[config.mk]
export PLATFORM = sky130hd
export DESIGN_NAME = univ_shift_reg_cmd
export DESIGN_NICKNAME = d
export VERILOG_FILES = /design/src/rtl/usr_pkg.sv /design/src/rtl/usr_shift_step.sv /design/src/rtl/univ_shift_reg_cmd.sv
export SDC_FILE = /design/constraint.sdc
export NUM_CORES = 1
export LEC_CHECK = 0
export BUFFER_PORTS_ARGS = -buffer_cell sky130_fd_sc_hd__buf_2
export CAP_MARGIN = 15
export CORE_MARGIN = 5
export CORE_UTILIZATION = 38
export CTS_CLUSTER_SIZE = 20
export DETAILED_ROUTE_END_ITERATION = 12
export RECOVER_POWER = 100
export SETUP_SLACK_MARGIN = 0.15
export SYNTH_ARGS = -nofsm -noshare
export SYNTH_HDL_FRONTEND = slang
export SYNTH_SLANG_ARGS = --single-unit
[constraint.sdc]
create_clock -name clk -period 2.3 [get_ports clk]
set_input_delay 0.345 -clock clk [delete_from_list [all_inputs] [get_ports clk]]
set_output_delay 0.345 -clock clk [all_outputs]
set_load 0.005 [all_outputs]
[src/rtl/usr_pkg.sv]
// Shared types for the command-driven universal shift register.
package usr_pkg;

    // Operation codes carried on cmd_op.
    typedef enum logic [2:0] {
        OP_NOP  = 3'b000,
        OP_SHL  = 3'b001,
        OP_SHR  = 3'b010,
        OP_LOAD = 3'b011,
        OP_ROL  = 3'b100,
        OP_ROR  = 3'b101,
        OP_ASR  = 3'b110,
        OP_RSVD = 3'b111
    } usr_op_e;

    // Control states: waiting for a command, or stepping through a shift.
    typedef enum logic {
        ST_IDLE = 1'b0,
        ST_RUN  = 1'b1
    } usr_state_e;

    // True for the ops that move bits one position per step.
    function automatic logic is_shift_op(input usr_op_e op);
        logic res;
        case (op)
            OP_SHL, OP_SHR, OP_ROL, OP_ROR, OP_ASR: res = 1'b1;
            default:                                res = 1'b0;
        endcase
        return res;
    endfunction

endpackage

[src/rtl/usr_shift_step.sv]
// Single-step next-value generator for every shift/rotate mode.
module usr_shift_step
    import usr_pkg::*;
#(
    parameter int WIDTH = 8
) (
    input  logic [WIDTH-1:0] q,
    input  usr_op_e          op,
    input  logic             sin_l,
    input  logic             sin_r,
    output logic [WIDTH-1:0] q_next
);

    // Select the one-bit move for the requested mode; anything else holds.
    always_comb begin
        q_next = q;
        case (op)
            OP_SHL:  q_next = {q[WIDTH-2:0], sin_l};
            OP_SHR:  q_next = {sin_r, q[WIDTH-1:1]};
            OP_ROL:  q_next = {q[WIDTH-2:0], q[WIDTH-1]};
            OP_ROR:  q_next = {q[0], q[WIDTH-1:1]};
            OP_ASR:  q_next = {q[WIDTH-1], q[WIDTH-1:1]};
            default: q_next = q;
        endcase
    end

endmodule

[src/rtl/univ_shift_reg_cmd.sv]
// Command-driven universal shift register: accepts one command over
// valid/ready and executes multi-step shifts at one bit per clock.
module univ_shift_reg_cmd
    import usr_pkg::*;
#(
    parameter int WIDTH = 8,
    parameter int CNT_W = $clog2(WIDTH + 1)
) (
    input  logic             clk,
    input  logic             reset_n,
    input  logic             clr,
    input  logic             cmd_valid,
    output logic             cmd_ready,
    input  logic [2:0]       cmd_op,
    input  logic [CNT_W-1:0] cmd_cnt,
    input  logic [WIDTH-1:0] d,
    input  logic             sin_l,
    input  logic             sin_r,
    output logic [WIDTH-1:0] q,
    output logic             sout_l,
    output logic             sout_r,
    output logic             busy,
    output logic             done
);

    localparam logic [CNT_W-1:0] CNT_ZERO = {CNT_W{1'b0}};
    localparam logic [CNT_W-1:0] CNT_ONE  = {{(CNT_W-1){1'b0}}, 1'b1};
    localparam logic [WIDTH-1:0] Q_ZERO   = {WIDTH{1'b0}};

    usr_state_e       state_r, state_s;
    usr_op_e          op_r, op_s;
    logic [CNT_W-1:0] remaining_r, remaining_s;
    logic [WIDTH-1:0] q_r, q_s;
    logic [WIDTH-1:0] step_q_s;
    logic             done_r, done_s;
    usr_op_e          cmd_op_s;

    assign cmd_op_s = usr_op_e'(cmd_op);

    // The latched op drives the stepper; it only matters while running.
    usr_shift_step #(
        .WIDTH (WIDTH)
    ) u_step (
        .q      (q_r),
        .op     (op_r),
        .sin_l  (sin_l),
        .sin_r  (sin_r),
        .q_next (step_q_s)
    );

    // Next-state logic: clear beats everything, then accept in IDLE or step in RUN.
    always_comb begin
        state_s     = state_r;
        op_s        = op_r;
        remaining_s = remaining_r;
        q_s         = q_r;
        done_s      = 1'b0;
        if (clr) begin
            // Aborts any operation silently; a same-edge command is consumed and dropped.
            state_s     = ST_IDLE;
            op_s        = OP_NOP;
            remaining_s = CNT_ZERO;
            q_s         = Q_ZERO;
        end else begin
            case (state_r)
                ST_IDLE: begin
                    if (cmd_valid) begin
                        if (cmd_op_s == OP_LOAD) begin
                            q_s    = d;
                            done_s = 1'b1;
                        end else if (is_shift_op(cmd_op_s) && (cmd_cnt != CNT_ZERO)) begin
                            // First step happens on the following edge.
                            state_s     = ST_RUN;
                            op_s        = cmd_op_s;
                            remaining_s = cmd_cnt;
                        end else begin
                            // NOP, reserved, or zero-length shift: completes immediately.
                            done_s = 1'b1;
                        end
                    end else begin
                        done_s = 1'b0;
                    end
                end
                ST_RUN: begin
                    q_s         = step_q_s;
                    remaining_s = remaining_r - CNT_ONE;
                    if (remaining_r == CNT_ONE) begin
                        state_s = ST_IDLE;
                        done_s  = 1'b1;
                    end else begin
                        done_s  = 1'b0;
                    end
                end
                default: begin
                    state_s     = ST_IDLE;
                    remaining_s = CNT_ZERO;
                end
            endcase
        end
    end

    // State, counter, data and completion registers.
    always_ff @(posedge clk or negedge reset_n) begin
        if (!reset_n) begin
            state_r     <= ST_IDLE;
            op_r        <= OP_NOP;
            remaining_r <= CNT_ZERO;
            q_r         <= Q_ZERO;
            done_r      <= 1'b0;
        end else begin
            state_r     <= state_s;
            op_r        <= op_s;
            remaining_r <= remaining_s;
            q_r         <= q_s;
            done_r      <= done_s;
        end
    end

    assign cmd_ready = (state_r == ST_IDLE);
    assign busy      = (state_r == ST_RUN);
    assign done      = done_r;
    assign q         = q_r;
    assign sout_l    = q_r[WIDTH-1];
    assign sout_r    = q_r[0];

endmodule

# Word-level counts from Yosys, hierarchy flattened
# Index checks and enable logic that the tools add are counted.
op_classes:
  n_mul: 0
  n_reduce_logical: 9
  magnitude_cmp: 0
  muxes: 32
  div: 0
  eq_ne: 21
  shifts: 0
  add_sub_neg: 1
  n_bitwise: 1
op_table:
  columns: ["operator", "count"]
  rows:
  - ["case mux 8 bit (5 select lines)", 1]
  - ["2-to-1 mux 8 bit", 3]
  - ["equality test 3 bit (second input constant)", 6]
  - ["2-to-1 mux 4 bit", 4]
  - ["case mux 8 bit (2 select lines)", 1]
  - ["2-to-1 mux 1 bit", 15]
  - ["2-to-1 mux 3 bit", 5]
  - ["equality test 3 x 2 -> 1 bit (second input constant)", 3]
  - ["!= test 3 bit (second input constant)", 3]
  - ["case mux 4 bit (2 select lines)", 1]
  - ["AND reduction 4 bit", 2]
  - ["!= test 7 x 2 -> 1 bit (second input constant)", 1]
  - ["equality test 3 x 1 -> 1 bit (second input constant)", 2]
  - ["!= test 3 x 2 -> 1 bit (second input constant)", 2]
  - ["!= test 6 x 2 -> 1 bit (second input constant)", 1]
  - ["AND reduction 3 bit", 2]
  - ["OR reduction 5 bit", 1]
  - ["equality test 4 x 1 -> 1 bit (second input constant)", 1]
  - ["!= test 2 bit (second input constant)", 2]
  - ["case mux 1 bit (2 select lines)", 2]
  - ["nonzero test 2 bit", 2]
  - ["nonzero test 4 bit", 1]
  - ["subtractor 4 x 1 -> 4 bit (second input constant)", 1]
  - ["logical AND 1 bit", 1]
  - ["inverter 1 bit", 1]
totals:
  ramBits: 0
  inputBits: 21
  word_cells: 70
  n_memories: 0
  regBits: 17
  latch_bits: 0
  rom_bits: 0

# Depth between registers and ports, before layout
logic_depth:
  ltp_word: 13
  depth_mapped: 6
  ltp_nobuf: 6

# Hierarchy
# From an unflattened synthesis, not the netlist that was laid out.
unflattened:
  cells_unflattened: 144
  area_unflattened_um2: 1512.7
by_module_without_submodules:
  columns: ["mod", "cells_each", "seq_area_each_um2", "area_per_inst_um2", "instances"]
  rows:
  - ["univ_shift_reg_cmd", 97, 425.4, 1084.8, 1]
  - ["usr_shift_step", 47, 0.0, 427.9, 1]

# Worst setup path before layout
# No wires, ideal clock.
synth_path:
  path_type: "flip-flop to flip-flop"
  startpoint: "register op_r[2]"
  endpoint: "register q_r[2], in the netlist q[2]"
  arrival_time_ns: 1.477
  stages_incl_launch_ff: 5
  slack_ns: 0.741
  path_cell_list: "dfrtp_1 > nor2b_1 > mux2i_1 > mux2_2 > a31oi_1"
synth_between:
  elab_chain_cells: 4
synth_rtl:
  columns: ["element", "line", "rtl"]
  rows:
  - ["from (decl)", "univ_shift_reg_cmd.sv:31", "usr_op_e op_r, op_s;"]
  - ["from (signal assigned)", "univ_shift_reg_cmd.sv:112", "op_r <= op_s;"]
  - ["equality test 3 bit, or another cell as far along", "usr_shift_step.sv:17", "case (op)"]
  - ["case mux 8 bit (5 select lines)", "usr_shift_step.sv:17", null]
  - ["case mux 8 bit (2 select lines)", "univ_shift_reg_cmd.sv:65", "case (state_r)"]
  - ["2-to-1 mux 8 bit", "univ_shift_reg_cmd.sv:58", "if (clr) begin"]
  - ["to (signal assigned)", "univ_shift_reg_cmd.sv:114", "q_r <= q_s;"]
  - ["to (decl)", "univ_shift_reg_cmd.sv:33", "logic [WIDTH-1:0] q_r, q_s;"]
# Parallel ways exist; a longest one is shown, timed or not.
# A chain may end at the register's enable or synchronous reset.

# Final worst setup path
layout_path:
  startpoint: "register state_r, in the netlist busy"
  endpoint: "register q_r[4], in the netlist q[4]"
layout_between:
  elab_chain_cells: 3
layout_rtl:
  columns: ["element", "line", "rtl"]
  rows:
  - ["from (decl)", "univ_shift_reg_cmd.sv:30", "usr_state_e state_r, state_s;"]
  - ["from (signal assigned)", "univ_shift_reg_cmd.sv:111", "state_r <= state_s;"]
  - ["inverter 1 bit", null, null]
  - ["!= test 3 x 2 -> 1 bit (no line), or another cell as far along", null, null]
  - ["AND reduction 3 bit (no line) or 2-to-1 mux 8 bit (tied branches)", null, null]
# Parallel ways exist; a longest one is shown, timed or not.

==> results.cfg <==
[run_status]
status = complete, no violations

[grt]
grt-ovfl-total = 0
met3_usage_pct = 4.79
grt_pass1_wl_microns = 4750
grt_max_degree = 18
grt_usage_pct = 14.2
grt_pass1_vias = 1005
antenna_found_initial = 0
use_met2_pct = 24.4
grt_use_met1_pct = 17.2
grt.busiest_layer = met2

[pwr]
net-switching-power_mw = 0.261
p_per_area_nw_per_um2 = 569
combPwrFrac_pct = 29.2
leakagePower_nw = 0.590
vdd_drop_max_uv = 274
p_sw_share_pct = 33.7
pwr-share-clk_pct = 21.0
p_seq_share_pct = 49.8
p_int_mw = 0.514

[clock_tree]
clk_path_buf_depth = 2
clk_latency_ns = 0.29
clock_sinks = 17
cts_buffers = 3
clk_pin_slew_worst_paths_ns = 0.10
ctsRootBufferMaster = clkbuf_4
ctsHtreeMaxLevel = 1
ctsResizeCount = 0
tritoncts = yes

[drt]
ant_nets = 0
drc_errors = 0
drt-initial-drc-count = 61
routed_wl_microns = 2790
wl_per_cell_microns = 14.4
dr.pass1.iters = 4
routed_via_density = 5.50
dr_total_vias = 1067

[synth]
synthAdderAreaFrac_pct = 2.13
synth_compound_area_share_pct = 21.0
synth_top_family_by_area = simple AND/OR/NAND/NOR gates
synth-edff-count = 0
synth_top_area_share_pct = 36.1
synth_xor_area_share_pct = 1.49
ys_top_cells_by_count = nand2_1, dfrtp_1, a21oi_1
synth.mux.area_fraction_pct = 12.8
yosys.area.top_type = dfrtp_1
synth_area_leaders = dfrtp_1, nand2_1, mux2_2
synth_fp_nets = 152
ys_seq_area_share_pct = 36.1
syn_inst = 129
synth-simple-area-share_pct = 21.4
yosys_warnings = 0
synth.most_common_cell = nand2_1
async_flop_share_pct = 100
synth_cell_types = 39
synth_flop_cell = dfrtp_1
synth.avg_cell_area_sq_um = 9.13
synth_seq_cells = 17
netlist_area_sq_um = 1180

[cells_and_area]
post_route_cells_drive_above_1_share_pct = 28.6
antenna_cells = 0
fillers = 313
final_cells = 194
nets = 185
area_growth_pct = 15.6

[job]
max-cap-violations = 0

[worst_hold_path]
hold_depth = 3
min-delay-start = d[2]
holdPathEnd = q[2]$_DFFE_PN0P_
worstHoldPathType = in -> reg

[floorplan]
coreArea_sq_um = 3000
die-width_microns = 65.7
die_h_microns = 65.7
fp-row-count = 20
num_io_pins = 34
start_util_pct = 39.2
die_area_sq_um = 4310

[timing]
slew_viol_final = 0
rsz0062_at_grt = false
min_period_ns = 1.98
fin_crit_sh_pct = 86.2
finalSetupTns_ns = 0
hold_viol = 0
fmax_ghz = 0.505
fin_skew_ns = 0.00270
setup_viol = 0
worst-slew-pin-transition_ns = 1.38
relSlewSlack_pct = 7.90

[worst_setup_path]
crit_type = reg -> reg
critical_path_arrival_ns = 2.14
reg2reg_to = q[4]$_DFFE_PN0P_
start_kind = flip-flop
critPathMaxFanout = 14
worstSetupEndpointType = flip-flop
reg2reg_slack_ns = 0.32
ff2ff_path_depth = 5
critPathRequiredTime_ns = 2.45
reg2reg_from = busy$_DFF_PN0_

[place]
gp_congestion = 0.850
place_hpwl_microns = 2120
numPortBuffers = 33
placed_cells = 189
## sequential cells by signal, indices dropped and copies added, names as in the netlist
name	flops
remaining_r	4
op_r	3
busy	1
q	8
done	1
## metal layers
metal / share of wire (%) / wire [microns] / vias to the layer above
met5: 0 / 0 / -
met4: 0.82 / 23 / 0
met3: 4.9 / 137 / 2
met2: 50 / 1390 / 18
met1: 44 / 1240 / 520
li1: - / - / 527
## power by group through the flow
stage	clock network [mW]	logic (mW)	registers, mW
after global placement	0	0.234	0.389
after detailed placement	0	0.237	0.390
after CTS	0.172	0.240	0.385
after global routing	0.189	0.256	0.394
after floorplan	0	0.156	0.378
final	0.163	0.227	0.385
## logic make-up (layout without fill, tap and decap cells)
logic type                 count (synthesis)  after routing
xor gates and xnor gates                   2              2
AOI/OAI and AO/OA                         34             34
and+or+nand+nor                           48             48
DFF                                       17             17
muxes                                     13             13
buffers and inverters                     13             45
adders and majority gates                  2              2
## stage by stage
stage                     area (sq um)  power, mW  hold WS, ns  util (%)  setup WS [ns]
final                             1360      0.775        0.295      45.3          0.318
after global routing              1360      0.839        0.289      45.3          0.169
after CTS                         1400      0.796        0.287      46.5          0.463
after global placement            1360      0.623        0.296      45.2          0.576
after detailed placement          1360      0.628        0.300      45.2          0.498
after floorplan                   1180      0.534       0.0494         -          0.741
## timing repair
| action | in CTS | in global routing |
|---|---|---|
| hold endpoints to repair | 17 | 0 |
| hold buffers | 1 | 0 |
| buffers inserted | 0 | 0 |
## cell usage in the layout (no fill, tap or decap), types with 2 or more instances in the layout
cell       instances
a2111oi_1          2
a21oi_1           13
a31oi_1            8
buf_2             27
buf_4              2
clkbuf_1           6
clkbuf_4           3
dfrtp_1           17
ha_1               2
inv_1              5
mux2_2             6
mux2i_1            6
nand2_1           19
nand2b_1           3
nand3_1            3
nor2_1             8
nor2b_1            3
nor3_1             2
o21ai_0            3
## layout make-up
cell class | count | area [sq um] | area share, %
sequential | 17 | 425 | 31.2
clock inverter | 1 | 5.00 | 0.368
timing repair buffer | 36 | 183 | 13.4
multi-input combinational | 99 | 666 | 48.9
inverter | 5 | 18.8 | 1.38
clock buffer | 3 | 22.5 | 1.65
tap | 33 | 41.3 | 3.03
## worst max-delay path: stages, from the launching register on
cell and delay, ns:
dfrtp_1 0.52, nor2b_1 0.21, buf_4 0.18, o21ai_1 0.34
and2_0 0.44, a31oi_1 0.15
## worst max path at each step
stage / start / endpoint / slack [ns] / cells past startpoint
floorplan: op_r[2]$_DFFE_PN0P_ / q[2]$_DFFE_PN0P_ / 0.74 / 4
finish: busy$_DFF_PN0_ / q[4]$_DFFE_PN0P_ / 0.32 / 5
global route: busy$_DFF_PN0_ / q[6]$_DFFE_PN0P_ / 0.17 / 5
global placement: op_r[2]$_DFFE_PN0P_ / q[4]$_DFFE_PN0P_ / 0.58 / 4
detailed placement: op_r[2]$_DFFE_PN0P_ / q[4]$_DFFE_PN0P_ / 0.50 / 4
CTS: op_r[2]$_DFFE_PN0P_ / q[4]$_DFFE_PN0P_ / 0.46 / 4
Note: power is estimated with default switching activity, not from simulation.
